[src/rtl/fma_rsh_sticky_pipe.sv]
// -----------------------------------------------------------------------------
// fma_rsh_sticky_pipe
//
// This is a two-stage pipelined right shifter for FMA/FADD alignment. It sits
// between the exponent-difference logic and the aligned-addend adder. For each
// transaction it produces:
//    - the operand shifted right with zero fill,
//    - the guard bit (the last bit shifted out),
//    - the sticky bit (OR of every lost bit below the guard),
//    - the full lost-bit mask.
//
// Both sides use a valid/ready handshake. Shift amounts of DATA_W and above
// are handled, and flush_i drops all in-flight work.
//
// Ports
//    clk          clock
//    rst_n        asynchronous active-low reset
//    flush_i      synchronous clear of every in-flight transaction
//    in_valid_i   input transaction valid
//    in_ready_o   block can accept an input this cycle
//    data_i       operand to shift (DATA_W bits)
//    rsh_num_i    right-shift amount (SHIFT_W bits; values >= DATA_W allowed)
//    out_valid_o  result valid
//    out_ready_i  downstream accepts the result
//    data_o       data_i >> min(rsh_num_i, DATA_W), zero filled
//    guard_o      data_i[rsh_num_i-1]; 0 for a shift of 0 or beyond DATA_W
//    sticky_o     OR of data_i bits below the guard; |data_i beyond DATA_W
//    lost_mask_o  bit i set when i < rsh_num_i
// -----------------------------------------------------------------------------
module fma_rsh_sticky_pipe #(
   parameter int DATA_W  = 64,
   parameter int SHIFT_W = $clog2(DATA_W) + 1
) (
   input  logic               clk,
   input  logic               rst_n,
   input  logic               flush_i,
   input  logic               in_valid_i,
   output logic               in_ready_o,
   input  logic [DATA_W-1:0]  data_i,
   input  logic [SHIFT_W-1:0] rsh_num_i,
   output logic               out_valid_o,
   input  logic               out_ready_i,
   output logic [DATA_W-1:0]  data_o,
   output logic               guard_o,
   output logic               sticky_o,
   output logic [DATA_W-1:0]  lost_mask_o
);

   localparam logic [SHIFT_W-1:0] DW_S = SHIFT_W'(DATA_W);
   localparam logic [DATA_W-1:0]  ONES = {DATA_W{1'b1}};

   // Saturate the shift amount at DATA_W; anything larger loses every bit.
   function automatic logic [SHIFT_W-1:0] clamp_shift(input logic [SHIFT_W-1:0] n);
      return (n > DW_S) ? DW_S : n;
   endfunction

   // Lost-bit mask: ones below the shift amount.
   // A shift of DATA_W pushes every one out of ONES, so the mask becomes all ones.
   function automatic logic [DATA_W-1:0] lost_mask(input logic [SHIFT_W-1:0] n);
      return ~(ONES << n);
   endfunction

   // The guard is the top lost bit. It is the only bit where the mask differs
   // from the mask shifted down by one.
   // A shift past DATA_W has no guard position, so the guard is 0.
   function automatic logic guard_bit(input logic [DATA_W-1:0] d,
                                      input logic [DATA_W-1:0] m,
                                      input logic              over);
      logic [DATA_W-1:0] sel;
      sel = over ? '0 : (m ^ (m >> 1));
      return |(d & sel);
   endfunction

   // The sticky bit is the OR of the lost bits below the guard.
   // A shift past DATA_W folds every bit, including the MSB, into sticky.
   function automatic logic sticky_bit(input logic [DATA_W-1:0] d,
                                       input logic [DATA_W-1:0] m,
                                       input logic              over);
      logic [DATA_W-1:0] sel;
      sel = over ? ONES : (m >> 1);
      return |(d & sel);
   endfunction

   logic               vld_p1;
   logic [DATA_W-1:0]  data_p1;
   logic [SHIFT_W-1:0] shamt_p1;
   logic [DATA_W-1:0]  mask_p1;
   logic               over_p1;

   logic               vld_p2;
   logic [DATA_W-1:0]  data_p2;
   logic               guard_p2;
   logic               sticky_p2;
   logic [DATA_W-1:0]  mask_p2;

   logic               load_p1;
   logic               load_p2;
   logic               accept;

   // A stage may load when it is empty or when its content moves on this cycle.
   assign load_p2    = !vld_p2 || out_ready_i;
   assign load_p1    = !vld_p1 || load_p2;
   assign in_ready_o = load_p1;
   assign accept     = in_valid_i && in_ready_o;

   // Valid bits. Flush wins over any load. A stage empties when it hands its
   // content on and nothing new arrives.
   always_ff @(posedge clk or negedge rst_n) begin
      if (!rst_n) begin
         vld_p1 <= 1'b0;
         vld_p2 <= 1'b0;
      end else if (flush_i) begin
         vld_p1 <= 1'b0;
         vld_p2 <= 1'b0;
      end else begin
         if (load_p1) vld_p1 <= accept;
         if (load_p2) vld_p2 <= vld_p1;
      end
   end

   // ---- stage 1: capture operand, clamped shift and lost mask ----
   always_ff @(posedge clk or negedge rst_n) begin
      if (!rst_n) begin
         data_p1  <= '0;
         shamt_p1 <= '0;
         mask_p1  <= '0;
         over_p1  <= 1'b0;
      end else if (accept) begin
         data_p1  <= data_i;
         shamt_p1 <= clamp_shift(rsh_num_i);
         mask_p1  <= lost_mask(clamp_shift(rsh_num_i));
         over_p1  <= (rsh_num_i > DW_S);
      end
   end

   // ---- stage 2: shift and extract guard / sticky ----
   // Payload only moves when stage 1 holds a real transaction, so these
   // registers never pick up undriven input data.
   always_ff @(posedge clk or negedge rst_n) begin
      if (!rst_n) begin
         data_p2   <= '0;
         guard_p2  <= 1'b0;
         sticky_p2 <= 1'b0;
         mask_p2   <= '0;
      end else if (load_p2 && vld_p1) begin
         data_p2   <= data_p1 >> shamt_p1;
         guard_p2  <= guard_bit(data_p1, mask_p1, over_p1);
         sticky_p2 <= sticky_bit(data_p1, mask_p1, over_p1);
         mask_p2   <= mask_p1;
      end
   end

   // ---- outputs: straight from stage 2 registers ----
   assign out_valid_o = vld_p2;
   assign data_o      = data_p2;
   assign guard_o     = guard_p2;
   assign sticky_o    = sticky_p2;
   assign lost_mask_o = mask_p2;

endmodule
[config.mk]
export PLATFORM = sky130hd
export DESIGN_NAME = fma_rsh_sticky_pipe
export DESIGN_NICKNAME = d
export VERILOG_FILES = /design/src/rtl/fma_rsh_sticky_pipe.sv
export SDC_FILE = /design/constraint.sdc
export NUM_CORES = 1
export LEC_CHECK = 0
export BUFFER_PORTS_ARGS = -buffer_cell sky130_fd_sc_hd__buf_2
export CORE_MARGIN = 5
export CORE_UTILIZATION = 45
export CTS_CLUSTER_DIAMETER = 40
export DETAILED_ROUTE_END_ITERATION = 10
export SYNTH_ARGS = -nofsm -noshare
export SYNTH_HDL_FRONTEND = slang
export SYNTH_SLANG_ARGS = --single-unit
export TNS_END_PERCENT = 50
[constraint.sdc]
create_clock -name clk -period 5.2 [get_ports clk]
set_clock_uncertainty 0.05 [all_clocks]
set_input_delay 1.3 -clock clk [delete_from_list [all_inputs] [get_ports clk]]
set_output_delay 1.3 -clock clk [all_outputs]
set_load 0.05 [all_outputs]
[Word-level counts from Yosys, hierarchy flattened]
Cells that the tools add are included.
Storage, ports and cells
  bits in registers: 268
  output and inout bits: 132
  logic and storage cells: 34
Cells by class
  shift operators: 2
  bitwise logic cells: 4
  magnitude comparators: 1
  multiplexer cells: 7
  reductions and logical operators: 10
Operators by type and width (count)
  bitwise AND 64 bit: 2
  2-to-1 mux 64 bit: 2
  OR reduction 64 bit: 2
  inverter 64 bit: 1
  << shifter 64 x 7 -> 64 bit (first input constant): 1
  right shift 64 x 7 -> 64 bit: 1
  bitwise XOR 64 x 63 -> 64 bit: 1
  greater-than comparator 7 bit (second input constant): 1
  2-to-1 mux 7 bit: 1
  2-to-1 mux 1 bit: 4
  nonzero test 2 bit: 2
  logical AND 1 bit: 2
  logical NOT 1 bit: 2
  logical OR 1 bit: 2

[Depth between registers and ports, before layout]
Gate-level depths: netlist of the first run.
  depth in word-level cells: 6
  gate-level depth with buffers: 9
  mapped depth without buffers: 6

[Worst setup path after synthesis of the first run]
Ideal clock, no wire load.
  path kind: input to output
  from: input out_ready_i
  to: output in_ready_o
  stages: 2
  buffers on the path: 0
  path slack: 2.061 ns
  data required time: 3.850 ns
  arrival time: 1.789 ns
  cells stage by stage: nor2b_1 nand2_1
Between the ends
  cells in the longest elaborated chain, start to end: 2
RTL lines
  from (decl): RTL line 42  | input logic out_ready_i,
  logical OR 1 bit: RTL line 101  | assign load_p2 = !vld_p2 || out_ready_i;
  logical OR 1 bit: RTL line 102  | assign load_p1 = !vld_p1 || load_p2;
  to (decl): RTL line 38  | output logic in_ready_o,
No other way between the ends.

[Worst setup path in the final report of the first run]
Same ends and word-level chain as after synthesis.

==> results summary, run 1 <==
The switching power total came out at 3.06 mW. On the critical path, the stage with the largest delay is an instance of buf_2. For this design, the CTS-stage hold fixing added 0 buffers. The diode insertion count for antenna repair is 0. The commonest cells after synthesis are nand2_1, dfrtp_1, o21ai_0, clkbuf_1, nor2_1. Yosys mapped the design onto 71 distinct sky130hd cell types. The worst reg2reg path depth came out at 6.

The top cell type's share of synthesized area came out at 43.0%. The effective utilization at floorplan is 45.3%. TritonCTS built the clock tree. The run finished with clean final reports.

Routability-driven placement finished with a final weighted congestion of 0.951. Entering global routing, the biggest net connects 114 pins. The clock period minus final worst setup slack came out at 3340 ps. Walking the worst path, the cells encountered are buf_2, nor2b_1, nand2_1, buf_2.

Counting instances, the worst hold path has a depth of 2. Global routing used 30.3% of the available tracks across all layers. The die boundary width came out at 196 µm. Combinational cells account for 29.4% of the total power.

The standard cell core area is 34300 µm². The worst path required time came out at 3850 ps. After legalization and detailed placement, the total HPWL measured 43.5 mm. The total leakage power is 8.49 nW.

When the netlist entered floorplanning its net count stood at 1807. The data arrival time of the critical path is 1990 ps. For the pin with the worst max-slew slack, the measured transition is 1180 ps.

The number of failing hold endpoints at the final stage is 0. STA classifies the critical path endpoint as a primary output. The clock network burns 35.1% of the power. The first-pass GRT wire length came out at 89.4 mm.

The number of global-route vias before repair is 14100. Compared with the post-synthesis result, the final layout area differs by 16.7%. Timing would allow up to 0.299 GHz. The clock transition at the registers of the reported paths came out at 60 ps. The synthesized netlist occupies a cell area of 15500 µm². The detailed-route wire length came out at 59.3 mm. The first-pass iteration count of the detailed router came out at 6. The maximum fanout count along the critical path is 3. Overall power consumption after layout is estimated at 7.83 mW. The die area came out at 38400 µm². The detail route stage leaves a number of antenna-violating nets equal to 0. In the final design database the tool counted 1942 nets. Yosys instantiated no cell more often than nand2_1.

The maximum resistive drop on vdd is 0.000299 V. The final-layout setup total negative slack came out at 0 ps. The final-report setup violation count is 0.

The number of warning messages in the yosys log came out at 0. The number of remaining DRC errors came out at 0. The source-to-sink clock delay at the later pin of the worst-skew pair is 540 ps. The average wire length per cell after detail routing came out at 25.2 µm. The synthesized area per cell came out at 8.98 µm². By area the synthesized netlist is led by dfrtp_1, nand2_1, mux4_2. By instance count, the cell type seen most on the critical path is buf_2. Cell internal power was estimated by the tool at 4.78 mW.

The residual overflow from global routing came out at 0. The fraction of the core area covered by cells at the end of the flow is 52.9%. The number of enable-type register cells in the synthesized netlist is 0. Of all cell types, the one taking the most synthesized area is dfrtp_1.

The number of clock buffers added by TritonCTS is 41. The via density per instance came out at 6.07. STA classifies the critical path startpoint as a primary input. The share of flip-flops with an asynchronous set or reset after synthesis is 100%. The buffer levels on the longest clock path came out at 3. In this run, post-CTS repair resized a total of 0 instances. The tightest slew margin relative to the limit is 20.8%. The power density of the placed cells came out at 432 nW/µm². The vias after detailed routing came out at 14300. The share of total power in sequential cells came out at 35.6%. The initial antenna violation count is 0. The starting DRC count in detailed routing came out at 1055. The number of post-CTS setup repair buffers is 0. The tool flagged a number of max-cap violations equal to 0. From bottom edge to top edge, the die measures 196 µm. The count of pins over their slew limit is 0. For this run, the register share of the synthesized area comes to 43.0%. The synthesized netlist cell count came out at 1731. The switching portion of total power came out at 39.0%. The final critical path takes up 64.2% of the cycle.

The H-tree was split into 2 levels. Setup repair after global routing left no endpoint under its margin. The critical path is of the primary input to primary output type. The kind of path behind the tightest hold check is flop to flop. The number of clock sinks seen by CTS came out at 267. The fraction of final layout cells sized beyond drive strength 1 came out at 20.6%. The leading register cell type out of synthesis is dfrtp_1. The critical path's largest stage delay is 250 ps.

The buffer type at the clock tree root is clkbuf_16. The floorplan has 68 rows. The summed area of non-filler cells in the final layout is 18100 µm². The post-place instance area came out at 16800 µm².

The number of buffers inserted by port buffering came out at 207. The number of placed I/O pins came out at 208. The flop and latch count out of synthesis is 267.
==> registers in the layout, indices dropped and copies added (netlist names) <==
name,flops
guard_o,1
sticky_o,1
shamt_p1,7
data_o,64
data_p1,64
out_valid_o,1
mask_p1,63
vld_p1,1
lost_mask_o,64
over_p1,1
==> logic make-up after synthesis <==
logic type | share of synthesized area, %
simple gates | 18.9
buf+inv | 4.12
flops | 43.0
mux | 14.4
xor+xnor | 3.32
compound gates | 16.2
==> per-stage QoR <==
stage,instances,hold WS [ps],worst slack (ps)
floorplan,1731,419,2060
global placement,2278,406,1770
detailed placement,2278,407,1730
CTS,2351,422,1870
global route,2351,433,1780
finish,2351,417,1860
==> critical path: cells and delay by family <==
family,cells,cell delay (ps)
simple gates,2,330
buf+inv,2,360
==> layer usage <==
layer | up-vias | part of all wire (%) | track usage (%) | wire (µm)
met4 | 0 | 5.2 | 14.1 | 3090
met3 | 150 | 6.4 | 4.02 | 3770
met2 | 642 | 48 | 50.4 | 28700
li1 | 6401 | - | - | -
met5 | - | 0 | 0 | 0
met1 | 7081 | 40 | 39.6 | 23800
==> path summary, 6_finish.rpt <==
path	start	endpoint	slack, ps
hold / removal	lost_mask_o[38]	lost_mask_o[38]	420
setup reg to reg	shamt_p1[3]	data_o[7]	1990
min in group asynchronous	rst_n	data_o[62]	700
setup / recovery	out_ready_i	in_ready_o	1860
max in group asynchronous	rst_n	lost_mask_o[31]	3240
hold reg to reg	lost_mask_o[38]	lost_mask_o[38]	420
==> power groups by stage <==
stage                     logic (mW)  registers (mW)  clock network, mW
after floorplan                 1.02            3.28                  0
after global placement          2.28            2.80                  0
final                           2.30            2.78               2.75
after global routing            2.45            2.82               2.88
after CTS                       2.30            2.78               2.79
after detailed placement        2.29            2.81                  0
==> cell usage in the layout (no fill, tap or decap), drive strengths merged, types with 18 or more instances in the layout <==
cell / count
o21ai: 137
mux4: 58
nand4: 20
mux2: 21
mux2i: 68
nor2: 89
a21oi: 56
buf: 226
nand2: 552
dfrtp: 267
a22oi: 46
nor3: 18
xor2: 59
clkbuf: 53
==> final cells by class <==
| class | instances | area [µm²] |
|---|---|---|
| Clock buffer | 53 | 1140 |
| Clock inverter | 20 | 234 |
| Fill cell | 3251 | 16100 |
| Inverter | 11 | 41.3 |
| Multi-Input combinational cell | 1319 | 8240 |
| Sequential cell | 267 | 6690 |
| Tap cell | 455 | 569 |
| Timing Repair Buffer | 226 | 1230 |
No activity file was read; power rests on OpenSTA's default activity.
==> inputs of run 2 (changes only) <==
PLACE_DENSITY = 0.67   (was unset)
clock period = 3.05 ns   (was 5.2 ns; I/O delays follow)
==> run 2 against run 1 <==
  * Count of clock-buffer cells in the layout decreased by 7
  * Critical path depth increased by 3
  * Largest cell class unchanged
  * Total power increased by 74%
  * Global-route usage increased by 0.60 points
==> results summary, run 2 (synthesized netlist as in run 1, its figures left out) <==
The cts-stage hold buffer count came out at 0 (unchanged). Compared with the post-synthesis result, the final layout area differs by 20.5%. The final net count was 2000 (+3.0%). The maximum resistive drop on vdd came out at 0.000448 V (+50%).

The average wire length per cell after detail routing is 25.0 µm (-0.85%). The sequential cell area is 6690 µm² (unchanged). The summed area of non-filler cells in the final layout came out at 18700 µm² (+3.3%). The data arrival time of the critical path is 3010 ps (+1020 ps).

The worst path required time came out at 3370 ps (-480 ps). The placed wire-length estimate after detailed placement is 45.0 mm (+3.3%). The buffer levels on the longest clock path came out at 3 (unchanged).

The post-place instance area is 17300 µm² (+3.3%). The number of buffers inserted during clock tree synthesis is 42 (+2.4%). The clock period minus final worst setup slack came out at 2690 ps. The count of pins over their slew limit is 0 (unchanged). The clock transition at the registers of the reported paths is 60 ps (about the same).

The source-to-sink clock delay at the later pin of the worst-skew pair is 540 ps (about the same). The standard cell core area came out at 34300 µm² (unchanged). The via density per instance came out at 6.09 (+0.36%). Setup repair after global routing left no endpoint under its margin.

TritonCTS built the clock tree. The tree is rooted in a clkbuf_16. The effective utilization at floorplan is 45.3% (unchanged). The worst register-to-register path ends at data_o[12]. The post-layout worst setup margin is 362 ps (-1500 ps).

The initial antenna violation count was 0 (unchanged). The maximum fanout count along the critical path is 15 (+12). The power density of the placed cells was 726 nW/µm² (+68%). The die boundary width came out at 196 µm (unchanged). The number of maximum-capacitance violations was 0 (unchanged).

The number of clock sinks seen by CTS is 267 (unchanged). The register-to-register setup slack is 360 ps (-1630 ps). The fill cell total of the finished layout was 3163 (-2.7%). The height of the die is 196 µm (unchanged). The overall fraction of global-route tracks in use came out at 30.9% (+0.60 points).

The number of remaining DRC errors came out at 0 (unchanged). The final estimated routing congestion in global placement is 1.02 (+6.9%). The number of failing hold endpoints at the final stage is 0 (unchanged). STA classifies the critical path startpoint as a flop. The final-layout setup total negative slack is 0 ps (unchanged). The first-pass GRT wire length is 91.9 mm (+2.7%).

The worst hold path belongs to the class primary input to asynchronous set/reset pin. The H-tree depth reported by CTS is 2 (unchanged). The setup path with the least slack is of type flop to flop. The tightest slew margin relative to the limit came out at 43.8% (+23 points). The die area is 38400 µm² (unchanged). The pin slew with the least headroom to its limit came out at 843 ps (-336 ps). The worst hold margin is 120 ps (-298 ps).

The number of core rows came to 68 (unchanged). The worst reg2reg path depth came to 7 (+1). The multi-input gate area in the final layout is 8240 µm² (unchanged). The number of post-CTS setup repair buffers came out at 0 (unchanged). The total leakage power is 8.84 nW (+4.1%). The first-pass iteration count of the detailed router came out at 6 (unchanged). The quantity of gates resized following cts is 0 (unchanged). The vias after detailed routing is 14700 (+2.8%). Dividing the final minimum period by the clock period gives 88.1%. The number of global-route vias before repair came out at 14500 (+3.0%). The number of instances in the placed design is 2335 (+2.5%).

The startpoint identified for the worst register-to-register timing path is shamt_p1[0]. Static timing analysis puts the maximum clock frequency at 0.372 GHz. The number of placed I/O pins was 208 (unchanged). The detailed-route wire length is 60.2 mm (+1.6%).

The starting DRC count in detailed routing is 1418 (+34%). The remaining antenna violation count is 0 (unchanged). The worst setup path is captured at a flop. Leaving out fill and tap cells, the most frequent cell in the layout is nand2_1. The diode insertion count for antenna repair came out at 0 (unchanged). The library cells used most frequently in the layout, excluding fill and tap cells, are nand2_1, dfrtp_1, buf_2. The final cell count without fillers came out at 2408 (+2.4%). The flow ran to the end, and the final reports show no timing, DRC or antenna violations. The residual overflow from global routing is 0 (unchanged). The worst setup slack before clock tree synthesis is 426 ps (-1310 ps). The number of buffers inserted by port buffering is 207 (unchanged). The largest net degree at the start of global routing is 69 (-39%). The fraction of final layout cells sized beyond drive strength 1 came out at 23.1% (+2.6 points). The final-report setup violation count is 0 (unchanged).
[run 2: cell count changes in the layout (fill, tap and decap cells not counted), sizes merged]
cell	previous run	this run
clkinv	10	17
clkbuf	53	46
inv	17	15
bufinv	3	4
buf	226	283
clkinvlp	1	2
[run 2: layer usage]
metal	wire length (µm)	track usage, %	up-vias
li1	-	-	6509
met1	23600	40.1	7183
met2	28600	51.2	793
met3	4690	4.79	187
met4	3360	14.2	0
met5	0	0	-
[run 2: layout make-up]
class / count / share of cell area [%]
clock inverter: 27 / 1.70
sequential: 267 / 35.7
clock buffer: 46 / 5.85
tap: 455 / 3.04
timing repair buffer: 283 / 9.50
multi-input combinational: 1319 / 44.0
inverter: 11 / 0.220
[run 2: through the flow]
step	total power, mW	utilization [%]
after floorplan	7.34	-
after global placement	8.78	50.5
after detailed placement	8.83	50.5
after CTS	13.6	54.6
after global routing	14.1	54.6
final	13.6	54.6
[run 2: how the worst max path moves through the flow]
| stage | start | slack [ps] | endpoint |
|---|---|---|---|
| 2_1_floorplan | out_ready_i | 670 | data_p1[49] |
| 3_3_place_gp | mask_p1[32] | 420 | guard_o |
| 3_5_place_dp | shamt_p1[3] | 430 | data_o[7] |
| 4_1_cts | shamt_p1[0] | 410 | data_o[7] |
| 5_1_grt | shamt_p1[0] | 310 | data_o[9] |
| 6_report | shamt_p1[0] | 360 | data_o[12] |
[run 2: worst max-delay path, stage by stage (launching register included)]
cell	delay (ps)
dfrtp_4	570
buf_4	280
mux4_2	540
mux2i_1	550
nand2_1	100
o21ai_0	160
o21a_1	160
o221ai_1	100
[run 2: power by group]
part           total (mW)  internal [mW]  switching [mW]
registers            4.72           4.03           0.686
clock network        4.78           2.97            1.81
logic                4.10           1.29            2.81
total                13.6           8.29            5.31
